## src/rtl/uart_cfg.sv

```systemverilog
// uart_cfg: configurable 8N1-style UART transmitter and receiver.
// Optional parity bit enabled by defining UART_PARITY_EN.
module uart_cfg #(
  parameter int INPUT_FREQ = 5_000_000,
  parameter int BAUD_RATE  = 115200,
  parameter int DATA_BITS  = 8,
  parameter int STOP_BITS  = 1,
  parameter int PARITY_ODD = 0
) (
  input  logic       clk,
  input  logic       reset,
  output logic       txd,
  input  logic       rxd,
  input  logic [7:0] tx_data,
  input  logic       send_data,
  output logic       busy,
  output logic [7:0] rx_data,
  output logic       received_data_intr,
  output logic       frame_err,
  output logic       parity_err
);

  localparam int DIV = (INPUT_FREQ + BAUD_RATE / 2) / BAUD_RATE;
  localparam int CW  = $clog2(DIV + 1);
  localparam logic [CW-1:0] LAST  = CW'(DIV - 1);
  localparam logic [CW-1:0] MID   = CW'(DIV / 2 - 1);
  localparam logic [2:0]    DLAST = 3'(DATA_BITS - 1);
  localparam logic [2:0]    SLAST = 3'(STOP_BITS - 1);
  localparam logic [7:0]    MASK  = 8'((1 << DATA_BITS) - 1);
  localparam logic          PODD  = 1'(PARITY_ODD);
`ifdef UART_PARITY_EN
  localparam logic PAR_EN = 1'b1;
`else
  localparam logic PAR_EN = 1'b0;
`endif

  typedef enum logic [2:0] {
    S_IDLE, S_START, S_DATA, S_PARITY, S_STOP
  } state_t;

  state_t          tx_st, tx_nx;
  logic [CW-1:0]   tx_cnt, tx_cnt_nx;
  logic [2:0]      tx_idx, tx_idx_nx;
  logic [7:0]      tx_sh, tx_sh_nx;
  logic            tx_par, tx_par_nx;
  logic            tx_tick;

  assign tx_tick = (tx_cnt == LAST);

  always_ff @(posedge clk) begin
    if (reset) begin
      tx_st  <= S_IDLE;
      tx_cnt <= '0;
      tx_idx <= '0;
      tx_sh  <= '0;
      tx_par <= 1'b0;
    end else begin
      tx_st  <= tx_nx;
      tx_cnt <= tx_cnt_nx;
      tx_idx <= tx_idx_nx;
      tx_sh  <= tx_sh_nx;
      tx_par <= tx_par_nx;
    end
  end

  always_comb begin
    tx_nx     = tx_st;
    tx_cnt_nx = tx_tick ? '0 : tx_cnt + 1'b1;
    tx_idx_nx = tx_idx;
    tx_sh_nx  = tx_sh;
    tx_par_nx = tx_par;
    txd       = 1'b1;
    busy      = 1'b1;
    unique case (tx_st)
      S_IDLE: begin
        busy      = 1'b0;
        tx_cnt_nx = '0;
        if (send_data) begin
          tx_sh_nx  = tx_data & MASK;
          tx_par_nx = ^(tx_data & MASK) ^ PODD;
          tx_idx_nx = '0;
          tx_nx     = S_START;
        end
      end
      S_START: begin
        txd = 1'b0;
        if (tx_tick) tx_nx = S_DATA;
      end
      S_DATA: begin
        txd = tx_sh[tx_idx];
        if (tx_tick) begin
          if (tx_idx == DLAST) begin
            tx_idx_nx = '0;
            tx_nx     = PAR_EN ? S_PARITY : S_STOP;
          end else begin
            tx_idx_nx = tx_idx + 1'b1;
          end
        end
      end
      S_PARITY: begin
        txd = tx_par;
        if (tx_tick) tx_nx = S_STOP;
      end
      S_STOP: begin
        if (tx_tick) begin
          if (tx_idx == SLAST) begin
            tx_idx_nx = '0;
            tx_nx     = S_IDLE;
          end else begin
            tx_idx_nx = tx_idx + 1'b1;
          end
        end
      end
      default: tx_nx = S_IDLE;
    endcase
  end

  logic            rx_s1, rx_s2, rx_prev;
  state_t          rx_st, rx_nx;
  logic [CW-1:0]   rx_cnt, rx_cnt_nx;
  logic [2:0]      rx_idx, rx_idx_nx;
  logic [7:0]      rx_sh, rx_sh_nx;
  logic            rx_par, rx_par_nx;
  logic            rx_wait, rx_wait_nx;
  logic            rx_tick, do_ok, do_ferr, do_perr;

  assign rx_tick = (rx_cnt == ((rx_st == S_START) ? MID : LAST));

  always_ff @(posedge clk) begin
    if (reset) begin
      rx_s1              <= 1'b1;
      rx_s2              <= 1'b1;
      rx_prev            <= 1'b1;
      rx_st              <= S_IDLE;
      rx_cnt             <= '0;
      rx_idx             <= '0;
      rx_sh              <= '0;
      rx_par             <= 1'b0;
      rx_wait            <= 1'b0;
      rx_data            <= '0;
      received_data_intr <= 1'b0;
      frame_err          <= 1'b0;
      parity_err         <= 1'b0;
    end else begin
      rx_s1              <= rxd;
      rx_s2              <= rx_s1;
      rx_prev            <= rx_s2;
      rx_st              <= rx_nx;
      rx_cnt             <= rx_cnt_nx;
      rx_idx             <= rx_idx_nx;
      rx_sh              <= rx_sh_nx;
      rx_par             <= rx_par_nx;
      rx_wait            <= rx_wait_nx;
      if (do_ok) rx_data <= rx_sh;
      received_data_intr <= do_ok;
      frame_err          <= do_ferr;
      parity_err         <= do_perr;
    end
  end

  always_comb begin
    rx_nx      = rx_st;
    rx_cnt_nx  = rx_tick ? '0 : rx_cnt + 1'b1;
    rx_idx_nx  = rx_idx;
    rx_sh_nx   = rx_sh;
    rx_par_nx  = rx_par;
    rx_wait_nx = rx_wait;
    do_ok      = 1'b0;
    do_ferr    = 1'b0;
    do_perr    = 1'b0;
    unique case (rx_st)
      S_IDLE: begin
        rx_cnt_nx = '0;
        rx_idx_nx = '0;
        rx_sh_nx  = '0;
        if (rx_prev && !rx_s2) rx_nx = S_START;
      end
      S_START: begin
        if (rx_tick) rx_nx = rx_s2 ? S_IDLE : S_DATA;
      end
      S_DATA: begin
        if (rx_tick) begin
          rx_sh_nx[rx_idx] = rx_s2;
          if (rx_idx == DLAST) begin
            rx_idx_nx = '0;
            rx_nx     = PAR_EN ? S_PARITY : S_STOP;
          end else begin
            rx_idx_nx = rx_idx + 1'b1;
          end
        end
      end
      S_PARITY: begin
        if (rx_tick) begin
          rx_par_nx = rx_s2;
          rx_nx     = S_STOP;
        end
      end
      S_STOP: begin
        // after a framing error, hold here until the line returns high
        if (rx_wait) begin
          rx_cnt_nx = '0;
          if (rx_s2) begin
            rx_wait_nx = 1'b0;
            rx_nx      = S_IDLE;
          end
        end else if (rx_tick) begin
          if (!rx_s2) begin
            do_ferr    = 1'b1;
            rx_wait_nx = 1'b1;
          end else if (PAR_EN && (rx_par != (^rx_sh ^ PODD))) begin
            do_perr = 1'b1;
            rx_nx   = S_IDLE;
          end else begin
            do_ok = 1'b1;
            rx_nx = S_IDLE;
          end
        end
      end
      default: rx_nx = S_IDLE;
    endcase
  end

endmodule

```

## config.mk

```make
export PLATFORM = sky130hd
export DESIGN_NAME = uart_cfg
export DESIGN_NICKNAME = d
export VERILOG_FILES = /design/src/rtl/uart_cfg.sv
export SDC_FILE = /design/constraint.sdc
export NUM_CORES = 1
export LEC_CHECK = 0
export BUFFER_PORTS_ARGS = -buffer_cell sky130_fd_sc_hd__buf_2
export CAP_MARGIN = 20
export CORE_MARGIN = 10
export CORE_UTILIZATION = 30
export DETAILED_ROUTE_END_ITERATION = 16
export SYNTH_ARGS = -nofsm -noshare
export SYNTH_HDL_FRONTEND = slang
export SYNTH_SLANG_ARGS = --single-unit
```

## constraint.sdc

```tcl
create_clock -name clk -period 3.4 [get_ports clk]
set_clock_uncertainty 0.05 [all_clocks]
set_input_delay 0.17 -clock clk [delete_from_list [all_inputs] [get_ports clk]]
set_output_delay 0.17 -clock clk [all_outputs]
set_load 0.01 [all_outputs]
```

# After elaboration in Yosys (flattened, before gate mapping)
# Cells that the tools add are included.
[word_totals]
register_bits = 55
inputBits = 12
output_inout_bits = 13
[op_classes]
addsub = 4
n_lt_le_gt_ge = 3
eq_ne = 25
muxes = 47
bitwise = 1
reduce_logical = 16
[ops]
columns = ["cell", "n"]
rows = [
  ["$mux W3", 22],
  ["$pmux W3 S5", 2],
  ["$ne A2 B2 Y1 const B", 12],
  ["$mux W6", 3],
  ["$pmux W8 S2", 1],
  ["$add A6 B1 Y6 const B", 2],
  ["$eq A3 B2 Y1 const B", 4],
  ["$eq A3 B3 Y1 const B", 4],
  ["$pmux W6 S2", 1],
  ["$mux W1", 10],
  ["$logic_not A3 Y1", 3],
  ["$pmux W3 S3", 1],
  ["$bwmux W8", 1],
  ["$lt A3 B4 Y1 const B", 2],
  ["$mux W8", 1],
  ["$reduce_xor A8 Y1", 1],
  ["$reduce_and A7 Y1", 1],
  ["$add A3 B1 Y3 const B", 2],
  ["$eq A3 B1 Y1 const B", 2],
  ["$eq A6 B6 Y1", 1],
  ["$eq A6 B6 Y1 const B", 1],
  ["$pmux W3 S2", 1],
  ["$reduce_and A6 Y1", 1],
  ["$reduce_or A3 Y1", 2],
  ["other kinds (13)", 15],
]

# Logic depth before layout (Yosys ltp)
[depth]
depth_word = 7
depth_mapped = 7
ltp_nobuf = 7

# Least setup slack after synthesis
# No wires, ideal clock.
[synth_path]
path_kind = "register -> register"
start = "register rx_idx[0]"
end = "register rx_st[0]"
setup_time_ps = 130
arrival_time_ps = 1503
t_required_ps = 3220
path_slack_ps = 1717
path_stages_with_launch = 7
n_path_buf = 0
synth_period_minus_slack_ps = 1683
cell_sequence = "dfxtp_1 > ha_1 > ha_1 > a2111oi_2 > nor3_1 > o21ba_2 > nor3_1"
[synth_via]
elab_chain_len = 3
[synth_rtl]
columns = ["element", "line", "text"]
rows = [
  ["start, declared", "121", "logic [2:0] rx_idx, rx_idx_nx;"],
  ["start signal, assigned", "150", "rx_idx <= rx_idx_nx;"],
  ["$eq A3 B3 Y1", "184", "if (rx_idx == DLAST) begin"],
  ["$ne A2 B2 Y1 (no source line)", "-", ""],
  ["$reduce_and A6 Y1 (no source line)", "-", ""],
  ["end signal, assigned", "148", "rx_st <= rx_nx;"],
  ["end, declared", "119", "state_t rx_st, rx_nx;"],
]
# Every way passes these cells.
# A chain may end at the register's enable or synchronous reset.

# Final worst setup path
[layout_path]
start = "register tx_idx[0]"
end = "output txd"
[layout_via]
elab_chain_len = 3
[layout_rtl]
columns = ["element", "line", "text"]
rows = [
  ["start, declared", "43", "logic [2:0] tx_idx, tx_idx_nx;"],
  ["start signal, assigned", "60", "tx_idx <= tx_idx_nx;"],
  ["$bmux W1 S3", "90", "txd = tx_sh[tx_idx];"],
  ["$mux W1 (implied by the code)", "90", ""],
  ["$pmux W1 S3", "74", "unique case (tx_st)"],
  ["end, declared", "12", "output logic txd,"],
]
# Every way passes these cells. The select of a mux whose other input is x is not followed.

==> run_results.csv <==
group,metric,value,unit
flow_run,cap_violations,0,
sta,fin_crit_sh,58.8,%
pwr,p_sw,0.000311,W
pwr,pwr-share-comb,11.3,%
routing,vias,1999,
pwr,clockPowerShare,33.8,%
logic_synthesis,synth_nets,312,
logic_synthesis,ys_seq_area_share,42.2,%
sta,drv_slew,0,
logic_synthesis,ys_ff_latch,55,
layout,syn_to_final_growth,10.4,%
placement,dp_cells,403,
run_status,status,"finished, final reports clean",
critical_path,crit_slowest_cell,"mux4_2",
sta,max_slew.worst_pin.slew,0.734,ns
critical_path,cp-start-kind,"flip-flop",
placement,place_congestion,0.796,
pwr,swShare,24.9,%
floorplanning,die_area,12800,um2
worst_hold_path,holdPathStages,3,
layout,ff_latch_area,1100,um2
cts,clk_latency,0.31,ns
logic_synthesis,syn_area,2610,um2
logic_synthesis,synth_cell_type_count,53,
layout,drive_above_1_share,15.7,%
critical_path,crit_arrival,1.78,ns
critical_path,r2r_slack,1.52,ns
logic_synthesis,synthFlopType,"dfxtp_1",
grt,grt_start_max_net_pins,40,
sta,setup_viol,0,
layout,n_antenna_cell,0,
floorplanning,coreArea,8340,um2
routing,drt_pass1_iterations,4,
routing,drtIter0Drc,106,
placement,dp_hpwl,3710,um
critical_path,crit_chain,"mux4_2, mux2i_1, and3_1, a21oi_1, buf_2",
pwr,ir_worst_vdd,168,uV
routing,drcViolationCount,0,
grt,grt.total_usage,8.23,%
placement,io_buffers,23,
routing,drtAntennaViolNets,0,
logic_synthesis,async_flop_share,0,%
grt,grt_pass1_wl,9160,um
floorplanning,die_w,113,um
pwr,p_int,0.000941,W
floorplanning,ios,25,
critical_path,worstRegToRegCells,5,
logic_synthesis,yosys.area.top_type,"dfxtp_1",
worst_hold_path,hold_path_startpoint,"tx_data[1]",
critical_path,r2r-end,"rx_st[0]",
logic_synthesis,syn_avg_cell_area,8.93,um2
critical_path,r2r_start,"rx_s2",
layout,final_cells,411,
floorplanning,dieHeight,113,um
layout,final.fill_count,899,
logic_synthesis,ys_warn_count,0,
cts,cts-root-buf,"clkbuf_8",
critical_path,end_kind,"output port",
logic_synthesis,synth_top_area_share,42.2,%
sta,max_clock_freq,500,MHz
layout,multi_input_area,1390,um2
sta,tns,0,ns
cts,cts_tree,"done",
floorplanning,initial_core_util,31.3,%
grt,grt_pass1_vias,1959,
sta,slew_headroom,51.1,%
cts,clock_sinks,55,
routing,wl_per_cell,12.8,um
routing,vias_per_cell,4.86,
critical_path,path_max_fanout,4,
cts,cts_resized,0,
grt,grt.overflow.total,0,
sta,grt_setup_unrepaired,"false",
critical_path,worst-setup-path-type,"flip-flop to output port",
sta,period_needed,2.00,ns
logic_synthesis,synth_edf_count,0,
pwr,leakagePower,1.08,nW
worst_hold_path,min_to,"tx_sh[1]",
cts,clk_path_buf_depth,2,
pwr,p_seq_share,55.0,%
logic_synthesis,synth_area_leaders,"dfxtp_1 42%, a21oi_1 6.5%, nand2_1 4.6%",
floorplanning,rows,33,
sta,finalHoldViolations,0,
grt,antenna_found_initial,0,
critical_path,required,3.18,ns
pwr,p_per_area,435,nW/um2
critical_path,max_stage_delay,0.53,ns
cts,cts.reportedPaths.clkPinSlew,0.10,ns
logic_synthesis,synthCells,292,
layout,nNetsFinal,326,
worst_hold_path,hold_path.class,"input pin to flip-flop",
routing,drt-total-wl,5250,um
cts,htreeDepth,2,
cts,numCtsBuffers,5,
## routing by layer
layer | GRT usage, % | part of all wire, % | vias to the layer above
li1 | - | - | 1057
met5 | 0 | 0 | -
met2 | 13.7 | 49 | 19
met1 | 10.1 | 47 | 918
met4 | 2.28 | 0.70 | 0
met3 | 2.27 | 3.4 | 5
## metrics by stage
stage               utilization, %  setup WS, ns  power (W)  cell area [um2]  hold WS, ns
floorplan                        -          1.72   0.000811             2610        0.224
global placement              33.1          1.60   0.000842             2760        0.319
detailed placement            33.1          1.55   0.000844             2760        0.319
CTS                           34.5          1.38    0.00127             2880       0.0524
global route                  34.5          1.32    0.00131             2880       0.0566
finish                        34.5          1.40    0.00125             2880       0.0624
## layout by cell type (no fill, tap or decap), types with 4 or more instances in the layout
cell      count
dfxtp_1      55
nand2b_1      5
xnor2_1      11
nand2_1      32
mux2i_1       5
nor3_1       10
nor2_1       24
ha_1          8
buf_2        23
xor2_1        4
clkbuf_8      5
a21oi_1      34
o21ai_0       4
inv_1         7
nand3_1      14
a211oi_1      9
## worst max path at each step
stage	from	end	slack, ns
floorplan	rx_idx[0]	rx_st[0]	1.72
global placement	rx_idx[0]	rx_st[0]	1.60
detailed placement	rx_idx[0]	rx_st[0]	1.55
CTS	tx_idx[0]	txd	1.38
global route	tx_idx[0]	txd	1.32
finish	tx_idx[0]	txd	1.40
## layout make-up
type | instances | area share, %
repair buffers | 24 | 4.35
flip-flops and latches | 55 | 38.2
multi-input cells | 213 | 48.2
well taps | 105 | 4.56
clock buffers | 5 | 2.39
inverters | 7 | 0.913
clock inverters | 2 | 1.30
## power by group through the flow
stage	Clock (W)	Combinational (W)	Sequential [W]
6_report	0.000423	0.000141	0.000688
5_1_grt	0.000463	0.000160	0.000692
4_1_cts	0.000441	0.000142	0.000688
3_5_place_dp	0	0.000141	0.000703
3_3_place_gp	0	0.000140	0.000702
2_1_floorplan	0	0.000122	0.000689
## cells in the mapped netlist (3+ instances only)
| cell | n |
|---|---|
| dfxtp_1 | 55 |
| a21oi_1 | 34 |
| nand2_1 | 32 |
| nor2_1 | 24 |
| nand3_1 | 14 |
| xnor2_1 | 11 |
| nor3_1 | 10 |
| a211oi_1 | 9 |
| clkbuf_1 | 8 |
| ha_1 | 8 |
| inv_1 | 7 |
| buf_2 | 5 |
| mux2i_1 | 5 |
| nand2b_1 | 5 |
| o21ai_0 | 4 |
| xor2_1 | 4 |
| and3_1 | 3 |
| nor2b_1 | 3 |
| or2_2 | 3 |
| or3_1 | 3 |
## critical path: cells and delay by family, from the launching register on
family | cells | cell delay (ns)
AND/OR/NAND/NOR | 1 | 0.17
multiplexers | 2 | 0.69
AO/OA/AOI/OAI | 1 | 0.04
flip-flops | 1 | 0.43
buffers and inverters | 1 | 0.16
## logic make-up (layout without fill, tap and decap cells)
| logic type | count (synthesis) | after routing | synth area share (%) |
|---|---|---|---|
| and+or+nand+nor | 117 | 117 | 24.4 |
| AOI/OAI and AO/OA | 64 | 64 | 15.6 |
| DFF | 55 | 55 | 42.2 |
| buffers and inverters | 24 | 38 | 4.56 |
| xor gates and xnor gates | 15 | 15 | 5.04 |
| adders and majority gates | 8 | 8 | 3.84 |
| muxes | 8 | 8 | 4.22 |
| other | 1 | 1 | 0.144 |
## state kept, by name, indices dropped and copies added (netlist names), 3 cells and up
signal   flops
tx_cnt       6
tx_st        3
rx_st        3
rx_cnt       6
tx_sh        8
rx_sh        8
tx_idx       3
rx_idx       3
rx_data      8
## what timing repair did
| action | 4_1_cts | 5_1_grt |
|---|---|---|
| setup buffers | 0 | 0 |
| hold endpoints to repair | 1 | 0 |
| endpoints found under the setup margin | 0 | 0 |
| hold buffers | 1 | 0 |
No activity file was read; power rests on OpenSTA's default activity.
